## src/rtl/ser_frame_tx.sv

```systemverilog
// ser_frame_tx -- serial frame transmitter feeding a serial receive controller.
//
// Sends one frame per accepted request, MSB-first:
//   start bit (0), port field (PORT_W), length field (LEN_W), len data bits.
// The line idles high. Everything advances only on clkEn cycles, so the bit
// rate matches the receiver's.
//
// Optional macro SER_TX_GAP_EN: adds a GAP state after the last bit. It holds
// the line high for GAP_CYCLES enabled cycles before returning to IDLE.
// GAP_CYCLES=0 behaves as if the macro were undefined.
//
// Ports:
//   clk      in   system clock, rising edge
//   rst      in   synchronous active-high reset
//   clkEn    in   bit-rate enable
//   start    in   request strobe, sampled only in IDLE with clkEn=1
//   port_in  in   [PORT_W-1:0] destination port
//   len_in   in   [LEN_W-1:0]  number of data bits, 0..DATA_W
//   data_in  in   [DATA_W-1:0] payload, data_in[len_in-1] sent first
//   ser_out  out  serial line
//   ready    out  high in IDLE only
//   busy     out  high from the start bit through the last bit (and GAP)
//   done     out  one-clk pulse at frame end
module ser_frame_tx #(
  parameter int PORT_W = 2,
  parameter int LEN_W  = 4,
  parameter int DATA_W = 15
`ifdef SER_TX_GAP_EN
  , parameter logic [3:0] GAP_CYCLES = 4'd2
`endif
) (
  input  logic              clk,
  input  logic              rst,
  input  logic              clkEn,
  input  logic              start,
  input  logic [PORT_W-1:0] port_in,
  input  logic [LEN_W-1:0]  len_in,
  input  logic [DATA_W-1:0] data_in,
  output logic              ser_out,
  output logic              ready,
  output logic              busy,
  output logic              done
);

  localparam int HDR_W = PORT_W + LEN_W;
  localparam int CNT_B = (PORT_W > LEN_W) ? PORT_W : LEN_W;
`ifdef SER_TX_GAP_EN
  localparam int CNT_W = (CNT_B > 4) ? CNT_B : 4;
`else
  localparam int CNT_W = CNT_B;
`endif

  localparam logic [2:0] S_IDLE  = 3'd0;
  localparam logic [2:0] S_START = 3'd1;
  localparam logic [2:0] S_PORT  = 3'd2;
  localparam logic [2:0] S_LEN   = 3'd3;
  localparam logic [2:0] S_DATA  = 3'd4;
`ifdef SER_TX_GAP_EN
  localparam logic [2:0] S_GAP   = 3'd5;
`endif

  logic [2:0]        r_state;
  logic [HDR_W-1:0]  r_hdr;
  logic [DATA_W-1:0] r_data;
  logic [CNT_W-1:0]  r_cnt;
  logic [LEN_W-1:0]  r_len;
  logic              r_done;
  logic              w_last;
  logic              w_ser;

  // Enabled cycle carrying the frame's final bit (last LEN bit when len=0).
  assign w_last = clkEn && (r_cnt == '0) &&
                  ((r_state == S_DATA) || ((r_state == S_LEN) && (r_len == '0)));

  always_ff @(posedge clk) begin
    if (rst) begin
      r_state <= S_IDLE;
      r_hdr   <= '0;
      r_data  <= '0;
      r_cnt   <= '0;
      r_len   <= '0;
      r_done  <= 1'b0;
    end else begin
      // done is a single clk pulse, cleared even while clkEn is low.
      r_done <= 1'b0;
      if (clkEn) begin
        case (r_state)
          S_IDLE: begin
            if (start) begin
              r_hdr   <= {port_in, len_in};
              r_len   <= len_in;
              // Left-justify the payload so its MSB is data_in[len_in-1].
              r_data  <= data_in << (DATA_W - int'(len_in));
              r_state <= S_START;
            end
          end
          S_START: begin
            r_cnt   <= CNT_W'(PORT_W - 1);
            r_state <= S_PORT;
          end
          S_PORT: begin
            r_hdr <= r_hdr << 1;
            if (r_cnt == '0) begin
              r_cnt   <= CNT_W'(LEN_W - 1);
              r_state <= S_LEN;
            end else begin
              r_cnt <= r_cnt - 1'b1;
            end
          end
          S_LEN: begin
            r_hdr <= r_hdr << 1;
            if (r_cnt == '0) begin
              if (r_len != '0) begin
                r_cnt   <= CNT_W'(r_len) - 1'b1;
                r_state <= S_DATA;
              end
            end else begin
              r_cnt <= r_cnt - 1'b1;
            end
          end
          S_DATA: begin
            r_data <= r_data << 1;
            if (r_cnt != '0) r_cnt <= r_cnt - 1'b1;
          end
`ifdef SER_TX_GAP_EN
          S_GAP: begin
            if (r_cnt == '0) begin
              r_state <= S_IDLE;
              r_done  <= 1'b1;
            end else begin
              r_cnt <= r_cnt - 1'b1;
            end
          end
`endif
          default: r_state <= S_IDLE;
        endcase

        // Frame end overrides the per-state next-state above.
        if (w_last) begin
`ifdef SER_TX_GAP_EN
          if (GAP_CYCLES != 4'd0) begin
            r_cnt   <= CNT_W'(GAP_CYCLES) - 1'b1;
            r_state <= S_GAP;
          end else begin
            r_state <= S_IDLE;
            r_done  <= 1'b1;
          end
`else
          r_state <= S_IDLE;
          r_done  <= 1'b1;
`endif
        end
      end
    end
  end

  // Line level depends only on registered state, never directly on inputs.
  always_comb begin
    w_ser = 1'b1;
    case (r_state)
      S_START:        w_ser = 1'b0;
      S_PORT, S_LEN:  w_ser = r_hdr[HDR_W-1];
      S_DATA:         w_ser = r_data[DATA_W-1];
      default:        w_ser = 1'b1;
    endcase
  end

  assign ser_out = w_ser;
  assign ready   = (r_state == S_IDLE);
  assign busy    = (r_state != S_IDLE);
  assign done    = r_done;

endmodule
```

## config.mk

```make
export PLATFORM = sky130hd
export DESIGN_NAME = ser_frame_tx
export DESIGN_NICKNAME = d
export VERILOG_FILES = /design/src/rtl/ser_frame_tx.sv
export SDC_FILE = /design/constraint.sdc
export NUM_CORES = 1
export LEC_CHECK = 0
export CORE_ASPECT_RATIO = 2
export CORE_MARGIN = 10
export CORE_UTILIZATION = 53
export CTS_CLUSTER_DIAMETER = 200
export DETAILED_ROUTE_END_ITERATION = 8
export GPL_TIMING_DRIVEN = 0
export HOLD_SLACK_MARGIN = 0.05
export PLACE_DENSITY = 0.77
export RECOVER_POWER = 50
export SLEW_MARGIN = 25
export SYNTH_ARGS = -nofsm -noshare
export SYNTH_HDL_FRONTEND = slang
export SYNTH_SLANG_ARGS = --single-unit
export TNS_END_PERCENT = 20
```

## constraint.sdc

```tcl
create_clock -name clk -period 2 [get_ports clk]
set_clock_uncertainty 0.05 [all_clocks]
set_input_delay 0.5 -clock clk [delete_from_list [all_inputs] [get_ports clk]]
set_output_delay 0.5 -clock clk [all_outputs]
set_load 0.1 [all_outputs]
```

==> metrics <==
# hold bufs at CTS=0; fin nets=351; Finished Cell Area=2953 sq um; wire per inst=19.32 um; status=finished with violations; Worst setup SP type=register; Final min period=2.009 ns; failing checks=negative setup slack; DRT Pass-1 Iters=4; Min-Delay Path Class=register to register; sequential fraction of the synthesis area=27.77%; Final setup viols=1; WS Path Type=register to output port; Worst Setup End Kind=output port; grt ovf=0; setup total negative slack=-0.009185 ns; final worst setup slack=-0.009185 ns; Hold Vio Cnt, Final=0; vias per inst=6.403; CTS Buf Count=5; CP required=1.45 ns; CTS max path bufs=2; Avg Cell Area, Syn=8.288 sq um; antenna violations before repair=0; syn nets=315; multi-input logic area=1622 sq um; PD cells=621.6 nW/um^2; most frequent cells in the layout=40 x nor2_1, 30 x dfxtp_1, 24 x nand2_1; flop2flop setup slack=0.09 ns; Min-Delay Startpoint=r_hdr[3]; vias in the first global route=2489; Post-synth ARST share=0%; clk sinks=33; CTS tree=done; Ports=29; DRC errors left=0; Hold Path Depth=2; largest family of logic cells by synthesized area=compound AO/OA/AOI/OAI gates; first-pass GRT wire length=11.70 mm; layout cells sized above 1=22.91%; number of diodes=0; Layout area overhead=24.15%; fin crit share=100.5%; HPWL Detailed=5.557 mm; CP Max Fanout=4; post-synthesis simple-gate area fraction=22.30%; RePlAce Congestion=0.9496; crit path DAT=1.46 ns; Clock Tree Root=clkbuf_8; antenna viol nets, final=0; die width=67.37 um; CORE AREA=4339 sq um; Seq cells post-synth=33; Synth Area in XOR/XNOR=1.473%; commonest non-fill, non-tap cell in the layout=nor2_1; Worst R2R End=r_cnt[3]; clock slew at reported path FFs=0.07 ns; highest clock rate=497.7 MHz; leak pwr=1.123 nW; mux contribution to synthesized area=16.62%; Initial Util=54.82%; Vias=2414; Compound-Gate Fraction of Synth Area=22.67%; max_cap viols=0; CTS HTree Levels=2; Post-Syn Instances=287; Worst VDD drop=0.0004241 V; number of synthesized flops with an enable pin=0; Pins Over Slew Limit=0; drt first-iter violations=130; Worst-Margin Slew=0.9478 ns; synthesized cell area=2379 sq um; total design power=0.001835 W; reg2reg path depth=9; Unique masters post-synth=58; # fillers=407; die height=114.7 um; port bufs=24; post-synthesis adder-cell area fraction=1.578%; RR Startpoint=r_state[2]; DRT Wirelength=7.285 mm; synth warn=0; row cnt=34; Skew-Pair Late Insertion Delay=0.28 ns; Post-DP Area=2715 sq um; largest net degree at the start of global routing=11; Worst Hold Path EP=r_hdr[4]; unrepaired setup endpoints after global routing=yes; Slew Limit Headroom=37.06%; Die Area=7730 sq um; GRT Overall Usage=19.44%; main flop type after synthesis=dfxtp_1; FF+latch area=671.9 sq um
==> worst max-delay path by stage <==
stage | startpoint | to | slack (ns)
global placement | r_state[0] | ready | -0.69
global route | r_state[1] | ser_out | -0.04
finish | r_state[1] | ser_out | -0.009
CTS | r_state[2] | ser_out | -0.10
detailed placement | r_state[0] | ready | -0.70
floorplan | r_state[0] | ready | -0.03
==> report_power, final <==
group          leakage (nW)  switching, W  internal (W)
clock network        0.0443      0.000243      0.000273
registers             0.272     0.0000314      0.000699
logic                 0.806      0.000332      0.000257
total                  1.12      0.000606       0.00123
==> sequential cells by signal (all words and copies together), names as in the netlist <==
signal and flops:
done 1, r_cnt 4, r_data 15, r_hdr 6, r_len 4, r_state 3
==> metrics by stage <==
stage / std cells / hold WS [ns] / util [%] / setup WS, ns
after floorplan: 287 / 0.4006 / - / -0.03206
after global placement: 365 / 0.4110 / 62.57 / -0.6876
after detailed placement: 365 / 0.4209 / 62.57 / -0.6995
after CTS: 374 / 0.4332 / 66.32 / -0.1025
after global routing: 377 / 0.4443 / 68.05 / -0.04269
final: 377 / 0.4258 / 68.05 / -0.009185
==> synth_stat cells (4+ instances only) <==
library cell	instances	share of area [%]
nor2_1	40	6.3
dfxtp_1	33	28
nand2_1	24	3.8
a21oi_1	17	3.6
mux2i_1	17	7.2
buf_2	11	2.3
a211oi_1	10	3.2
nor3_1	10	2.1
a311oi_1	7	2.6
clkbuf_1	7	1.1
inv_1	7	1.1
mux4_2	7	6.6
nand3_1	6	1.3
o21ai_0	6	1.3
a22oi_1	5	1.6
mux2_2	5	2.4
buf_4	4	1.3
nor3b_1	4	1.3
==> final cells by class <==
class	count	share of cell area, %
buffer	23	5.212
clock buffer	7	2.924
inverter	8	1.144
multi-input combinational	220	54.92
sequential	33	22.75
tap	54	2.288
timing repair buffer	32	10.76
==> logic make-up (layout without fill, tap and decap cells) <==
family | after synthesis | after routing
XOR/XNOR | 4 | 4
buffers and inverters | 34 | 70
flip-flops | 33 | 33
adder cells (fa/ha/maj) | 3 | 3
multiplexers | 30 | 30
AND/OR/NAND/NOR | 109 | 109
AO/OA/AOI/OAI | 74 | 74
==> timing repair <==
action	in CTS	in global routing
setup buffers	3	5
pin swaps	3	4
endpoints found under the setup margin	11	22
resized for setup	39	23
==> per-layer routing <==
| layer | up-vias | GRT usage (%) | share of wire, % |
|---|---|---|---|
| met4 | 0 | 16.39 | 7.8 |
| met2 | 90 | 35.43 | 54 |
| met3 | 36 | 3.411 | 4.1 |
| met1 | 1150 | 17.31 | 34 |
| li1 | 1138 | - | - |
| met5 | - | 0 | 0 |
==> critical path, stage by stage (launching register included) <==
cell	delay, ns
dfxtp_4	0.35
buf_6	0.12
mux2_4	0.29
o22a_1	0.24
buf_12	0.17
Note: power is estimated with default switching activity, not from simulation.
